$ cat src/rtl/crc_sched_pkg.sv
// Shared types and helpers for the round-robin CRC engine scheduler.
package crc_sched_pkg;

  localparam int MAX_NREQ = 16;

  typedef enum logic [1:0] {
    IDLE  = 2'd0,
    ISSUE = 2'd1,
    BUSY  = 2'd2,
    RESP  = 2'd3
  } state_t;

  // One-hot vector with bit id set; callers size-cast down to their own width.
  function automatic logic [MAX_NREQ-1:0] onehot(input int id, input int n);
    logic [MAX_NREQ-1:0] v;
    v = '0;
    if (id >= 0 && id < n && id < MAX_NREQ) v[id[3:0]] = 1'b1;
    return v;
  endfunction

endpackage

$ cat src/rtl/crc_sched_if.sv
// Request/ready/valid bus between the scheduler (master) and the serial CRC engine (slave).
interface crc_sched_if #(
  parameter int DW = 8,
  parameter int CW = 8
);
  logic          eng_req;
  logic [DW-1:0] eng_din;
  logic          eng_ready;
  logic          eng_valid;
  logic [CW-1:0] eng_crc;

  modport master (output eng_req, eng_din, input eng_ready, eng_valid, eng_crc);
  modport slave  (input eng_req, eng_din, output eng_ready, eng_valid, eng_crc);
endinterface

$ cat src/rtl/crc_sched_rr_arb.sv
// Combinational rotate-priority encoder: first set request at or above ptr, wrapping at N.
module rr_arb #(
  parameter  int N  = 4,
  localparam int IW = (N > 1) ? $clog2(N) : 1
) (
  input  logic [N-1:0]  req,
  input  logic [IW-1:0] ptr,
  output logic          gnt_vld,
  output logic [IW-1:0] gnt_id
);

  int idx;

  // Scan from the farthest offset down so the nearest set bit to ptr wins last.
  always_comb begin
    gnt_vld = 1'b0;
    gnt_id  = '0;
    idx     = 0;
    for (int i = N - 1; i >= 0; i--) begin
      idx = int'(ptr) + i;
      if (idx >= N) idx = idx - N;
      if (req[idx[IW-1:0]]) begin
        gnt_vld = 1'b1;
        gnt_id  = idx[IW-1:0];
      end
    end
  end

endmodule

$ cat src/rtl/crc_sched.sv
// Round-robin scheduler sharing one serial CRC engine among NREQ requesters.
// Optional job timeout in BUSY is enabled by defining CRC_SCHED_TIMEOUT_EN.
//
// state | meaning
// IDLE  | arbitrate; latch winner id and data
// ISSUE | present job to engine, wait for eng_ready
// BUSY  | wait for engine result (or timeout)
// RESP  | one-cycle response strobe to the winner
module crc_sched
  import crc_sched_pkg::*;
#(
  parameter int NREQ = 4,
  parameter int DW   = 8,
  parameter int CW   = 8,
  parameter int TMO  = 64
) (
  input  logic               clk,
  input  logic               rst_b,
  input  logic [NREQ-1:0]    req,
  input  logic [NREQ*DW-1:0] din,
  output logic [NREQ-1:0]    ack,
  output logic [NREQ-1:0]    rsp_valid,
  output logic [CW-1:0]      rsp_crc,
  output logic               rsp_err,
  crc_sched_if.master        eng
);

  localparam int IW = (NREQ > 1) ? $clog2(NREQ) : 1;

  state_t          state, state_nxt;
  logic [IW-1:0]   ptr, gid, gnt_id, ptr_inc;
  logic [DW-1:0]   dreg, din_sel;
  logic [NREQ-1:0] gid_oh;
  logic            gnt_vld, accept, tmo_hit;

  rr_arb #(.N(NREQ)) u_arb (
    .req     (req),
    .ptr     (ptr),
    .gnt_vld (gnt_vld),
    .gnt_id  (gnt_id)
  );

  assign din_sel = din[int'(gnt_id)*DW +: DW];
  assign ptr_inc = (gid == IW'(NREQ - 1)) ? '0 : gid + 1'b1;
  assign gid_oh  = NREQ'(onehot(int'(gid), NREQ));

  always_ff @(posedge clk or negedge rst_b) begin
    if (!rst_b) state <= IDLE;
    else        state <= state_nxt;
  end

  always_comb begin
    state_nxt = state;
    accept    = 1'b0;
    case (state)
      IDLE:  if (gnt_vld) state_nxt = ISSUE;
      ISSUE: begin
        if (eng.eng_ready) begin
          accept    = 1'b1;
          state_nxt = BUSY;
        end
      end
      BUSY:  if (eng.eng_valid || tmo_hit) state_nxt = RESP;
      RESP:  state_nxt = IDLE;
      default: state_nxt = IDLE;
    endcase
  end

  assign eng.eng_req = (state == ISSUE);
  assign eng.eng_din = (state == ISSUE) ? dreg : '0;
  assign ack         = accept ? gid_oh : '0;
  assign rsp_valid   = (state == RESP) ? gid_oh : '0;

  always_ff @(posedge clk or negedge rst_b) begin
    if (!rst_b) begin
      ptr     <= '0;
      gid     <= '0;
      dreg    <= '0;
      rsp_crc <= '0;
    end else begin
      if (state == IDLE && gnt_vld) begin
        gid  <= gnt_id;
        dreg <= din_sel;
      end
      if (accept) ptr <= ptr_inc;
      // A real result takes precedence over a timeout landing in the same cycle.
      if (state == BUSY && eng.eng_valid) rsp_crc <= eng.eng_crc;
      else if (state == BUSY && tmo_hit)  rsp_crc <= '0;
    end
  end

`ifdef CRC_SCHED_TIMEOUT_EN
  localparam int TW = $clog2(TMO + 1);

  logic [TW-1:0] tmo_cnt;
  logic          err_q;

  assign tmo_hit = (tmo_cnt == TW'(TMO - 1));
  assign rsp_err = (state == RESP) && err_q;

  always_ff @(posedge clk or negedge rst_b) begin
    if (!rst_b) begin
      tmo_cnt <= '0;
      err_q   <= 1'b0;
    end else begin
      if (accept)                        tmo_cnt <= '0;
      else if (state == BUSY && !tmo_hit) tmo_cnt <= tmo_cnt + 1'b1;
      if (state == BUSY) err_q <= tmo_hit && !eng.eng_valid;
    end
  end
`else
  assign tmo_hit = 1'b0;
  assign rsp_err = 1'b0;
`endif

endmodule

$ cat src/flat_wrapper.sv
// flat-port wrapper written by rule: the top's interface ports become plain ports
module crc_sched_flat import crc_sched_pkg::*;
#(
  parameter int NREQ = 4,
  parameter int DW   = 8,
  parameter int CW   = 8,
  parameter int TMO  = 64
)
  (clk, rst_b, req, din, ack, rsp_valid, rsp_crc, rsp_err, eng_eng_req, eng_eng_din, eng_eng_ready, eng_eng_valid, eng_eng_crc);
  crc_sched_if #(.DW(DW), .CW(CW)) eng_i ();
  input  logic clk;
  input  logic rst_b;
  input  logic [NREQ-1:0] req;
  input  logic [NREQ*DW-1:0] din;
  output logic [NREQ-1:0] ack;
  output logic [NREQ-1:0] rsp_valid;
  output logic [CW-1:0] rsp_crc;
  output logic rsp_err;
  output wire logic [$bits(eng_i.eng_req)-1:0] eng_eng_req;
  output wire logic [$bits(eng_i.eng_din)-1:0] eng_eng_din;
  input wire logic [$bits(eng_i.eng_ready)-1:0] eng_eng_ready;
  input wire logic [$bits(eng_i.eng_valid)-1:0] eng_eng_valid;
  input wire logic [$bits(eng_i.eng_crc)-1:0] eng_eng_crc;
  assign eng_eng_req = eng_i.eng_req;
  assign eng_eng_din = eng_i.eng_din;
  assign eng_i.eng_ready = eng_eng_ready;
  assign eng_i.eng_valid = eng_eng_valid;
  assign eng_i.eng_crc = eng_eng_crc;
  crc_sched #(.NREQ(NREQ), .DW(DW), .CW(CW), .TMO(TMO)) u_core (.clk(clk), .rst_b(rst_b), .req(req), .din(din), .ack(ack), .rsp_valid(rsp_valid), .rsp_crc(rsp_crc), .rsp_err(rsp_err), .eng(eng_i));
endmodule
$ cat config.mk
export PLATFORM = sky130hd
export DESIGN_NAME = crc_sched_flat
export DESIGN_NICKNAME = d
export VERILOG_FILES = /design/src/rtl/crc_sched_pkg.sv /design/src/rtl/crc_sched_if.sv /design/src/rtl/crc_sched_rr_arb.sv /design/src/rtl/crc_sched.sv /design/src/flat_wrapper.sv
export SDC_FILE = /design/constraint.sdc
export NUM_CORES = 1
export LEC_CHECK = 0
export CORE_ASPECT_RATIO = 2
export CORE_MARGIN = 3
export CORE_UTILIZATION = 40
export DETAILED_ROUTE_END_ITERATION = 10
export PLACE_DENSITY = 0.87
export SLEW_MARGIN = 20
export SYNTH_ARGS = -nofsm -noshare
export SYNTH_HDL_FRONTEND = slang
export SYNTH_SLANG_ARGS = --single-unit
$ cat constraint.sdc
create_clock -name clk -period 2 [get_ports clk]
set_input_delay 0.4 -clock clk [delete_from_list [all_inputs] [get_ports clk]]
set_output_delay 0.4 -clock clk [all_outputs]
set_load 0.02 [all_outputs]
==> flow_summary.json <==
{
  "setup.worst_path.end_class": "flop",
  "yosys.cell_types.count": 29,
  "synthMostInstantiatedCell": "sky130_fd_sc_hd__dfrtp_1",
  "cp_data_arrival_time_ps": 2090,
  "grt_overflow": 0,
  "status": "finished clean",
  "clock_tree.root_cell": "sky130_fd_sc_hd__clkbuf_8",
  "clock_sink_count": 22,
  "place_hpwl_um": 3400,
  "cts.hold.buffers_added": 0,
  "floorplan.die_area_sq_um": 4560,
  "area_growth_syn_to_fin_pct": 60.8,
  "critical_path_peak_fanout": 8,
  "rr_worst_depth": 6,
  "layout.cell_area.non_filler_sq_um": 2410,
  "grt.total_usage": 0.187,
  "grt_start_max_net_pins": 23,
  "tritoncts": "built",
  "drtAntennaViolNets": 0,
  "filler_cell_count": 288,
  "total_routed_wirelength_um": 4150,
  "detailed_place.area_sq_um": 2370,
  "final.period_utilization": 0.958,
  "fp.dieH_um": 92.6,
  "design.final.nets": 290,
  "unrepaired_setup_endpoints_after_global_routing": "false",
  "first_global_vias": 1453,
  "max-vdd-ir-drop_mv": 0.768,
  "drc_violations_left": 0,
  "fin_worst_skew_ps": 2.17,
  "effective_utilization_at_floorplan": 0.429,
  "antenna_found_initial": 0,
  "synth.top_cells.by_count": "sky130_fd_sc_hd__dfrtp_1 (22), sky130_fd_sc_hd__a211oi_2 (16), sky130_fd_sc_hd__nand2_1 (13), sky130_fd_sc_hd__and2_1 (12)",
  "path_class": "in2reg",
  "row_count": 30,
  "synth_nets": 202,
  "gp_routability_congestion": 0.782,
  "cts_post_setup_buffers_inserted": 0,
  "dr.pass1.iters": 2,
  "synth_top_flop_cell": "sky130_fd_sc_hd__dfrtp_1",
  "cellLeakagePower_nw": 1.10,
  "synth_enable_flop_cells": 0,
  "fmax_ghz": 0.522,
  "max-cap-violations": 0,
  "syn_area_per_cell_sq_um": 10.3,
  "num_io_pins": 74,
  "h_tree_depth": 1,
  "cts_inserted_buffers": 3,
  "synth_largest_area_cell": "sky130_fd_sc_hd__dfrtp_1",
  "drv_slew": 0,
  "wire_length_of_the_first_global_routing_pass_um": 6750,
  "worst_skew_pair.late_latency_ps": 260,
  "final-hold-violation-count": 0,
  "yosys_warnings": 0,
  "drt_iter0_drc": 12,
  "wl_per_cell_um": 14.8,
  "cts.clk_slew.worst_paths_ps": 80,
  "post_drt_via_cell_ratio": 4.92,
  "placeable_core_region_sq_um": 3490,
  "whs_path_depth": 1,
  "port_buffers": 72,
  "yosysSeqAreaShare": 0.367,
  "fp.dieW_um": 49.3,
  "timing.final.setup_violations": 0,
  "min_path_type": "reg2reg",
  "synth_largest_type_area_fraction": 0.367,
  "clock_path_buffers": 2,
  "min_period_ps": 1920,
  "antenna_cells": 0,
  "dp_slack_ps": -308,
  "final.setup.worst_slack_ps": 83.9,
  "syn-cell-area_sq_um": 1500,
  "setup.worst_path.start_class": "primary input",
  "cp_required_ps": 2170,
  "synth_top_cells_by_area": "sky130_fd_sc_hd__dfrtp_1 (37%), sky130_fd_sc_hd__a211oi_2 (13%), sky130_fd_sc_hd__ha_1 (7.5%)",
  "ys_ff_latch": 22,
  "syn_inst": 145,
  "detailroute.via_count": 1377,
  "final_layout_size_suffix_gt1_frac": 0.220,
  "power.density_cell_area_nw_per_um2": 1260,
  "async_set_or_reset_register_ratio_after_synthesis": 1.00
}
-- routing by layer --
layer	wire length [um]	global-route usage	up-vias
met3	218	0.0306	2
met4	17	0.0404	0
met5	0	0	-
met1	1420	0.188	656
met2	2500	0.381	37
li1	-	-	682
-- critical path: stages --
cell and delay, ps:
sky130_fd_sc_hd__clkdlybuf4s50_1 490, sky130_fd_sc_hd__nor4_4 370, sky130_fd_sc_hd__nor2b_2 110, sky130_fd_sc_hd__or3b_4 260, sky130_fd_sc_hd__clkinvlp_4 210, sky130_fd_sc_hd__a211oi_2 250
-- where the power goes --
part           internal (mW)  switching [mW]  total [mW]  leakage (nW)
clock                  0.175           0.142       0.318        0.0288
sequential             0.674           0.140       0.814         0.256
combinational          0.930           0.968        1.90         0.813
total                   1.78            1.25        3.03          1.10
-- registers in the layout, summed over array words and instances, names as in the netlist --
| signal | flops |
|---|---|
| u_core.rsp_crc | 8 |
| u_core.gid | 2 |
| u_core.dreg | 8 |
| u_core.state | 2 |
| u_core.ptr | 2 |
-- layout by cell type, fill, tap and decap left out, types with 2 or more instances in the layout --
cell type                         instances
sky130_fd_sc_hd__buf_4                   15
sky130_fd_sc_hd__mux2i_1                 10
sky130_fd_sc_hd__dlygate4sd2_1            5
sky130_fd_sc_hd__clkbuf_8                 4
sky130_fd_sc_hd__inv_1                    7
sky130_fd_sc_hd__a21oi_1                  2
sky130_fd_sc_hd__clkdlybuf4s50_1         53
sky130_fd_sc_hd__mux2_1                  10
sky130_fd_sc_hd__nor3_1                   8
sky130_fd_sc_hd__clkbuf_2                 8
sky130_fd_sc_hd__a211oi_2                16
sky130_fd_sc_hd__and3_1                   4
sky130_fd_sc_hd__ha_1                     9
sky130_fd_sc_hd__dlymetal6s2s_1           2
sky130_fd_sc_hd__nor2_1                   9
sky130_fd_sc_hd__dfrtp_1                 22
sky130_fd_sc_hd__nand2b_1                 2
sky130_fd_sc_hd__o21ai_1                  3
sky130_fd_sc_hd__and2_1                  12
sky130_fd_sc_hd__clkdlybuf4s15_1          4
sky130_fd_sc_hd__nand2_1                 13
-- through the flow --
stage | total power, mW | hold WS (ps) | TNS (ps) | instances | utilization
detailed placement | 2.79 | 480 | -2920 | 276 | 0.678
global route | 3.26 | 520 | 0 | 280 | 0.690
CTS | 3.04 | 499 | 0 | 280 | 0.690
finish | 3.03 | 494 | 0 | 280 | 0.690
global placement | 2.74 | 475 | -2120 | 276 | 0.678
floorplan | 1.96 | 104 | 0 | 145 | -
-- area by class of cell --
cell class / count / area (sq um) / area share
well taps: 48 / 60.1 / 0.0249
multi-input cells: 110 / 898 / 0.373
flip-flops and latches: 22 / 551 / 0.228
inverters: 8 / 33.8 / 0.0140
repair buffers: 88 / 812 / 0.337
clock buffers: 4 / 55.1 / 0.0228
-- final timing paths --
| path | slack, ps | endpoint | from |
|---|---|---|---|
| min reg2reg | 490 | u_core.rsp_crc[6]$_DFFE_PN0P_ | u_core.rsp_crc[6]$_DFFE_PN0P_ |
| max in group asynchronous | 1270 | u_core.dreg[5]$_DFFE_PN0P_ | rst_b |
| max reg2reg | 190 | u_core.dreg[6]$_DFFE_PN0P_ | u_core.state[0]$_DFFE_PN0P_ |
| min in group asynchronous | 500 | u_core.rsp_crc[0]$_DFFE_PN0P_ | rst_b |
| min | 490 | u_core.rsp_crc[6]$_DFFE_PN0P_ | u_core.rsp_crc[6]$_DFFE_PN0P_ |
| max | 80 | u_core.dreg[6]$_DFFE_PN0P_ | req[1] |
-- cells by family after synthesis --
group | Yosys count | synth area share
simple gates | 55 | 0.189
compound gates | 25 | 0.174
flops | 22 | 0.367
mux | 20 | 0.142
buf+inv | 13 | 0.0509
fa+ha+maj | 9 | 0.0751
other cells | 1 | 0.00250
-- what timing repair did --
item / CTS / global route
resized for setup: 19 / 26
cloned: 0 / 0
hold endpoints to repair: 0 / 0
endpoints found under the setup margin: 25 / 20
(Power assumes the default switching activity.)
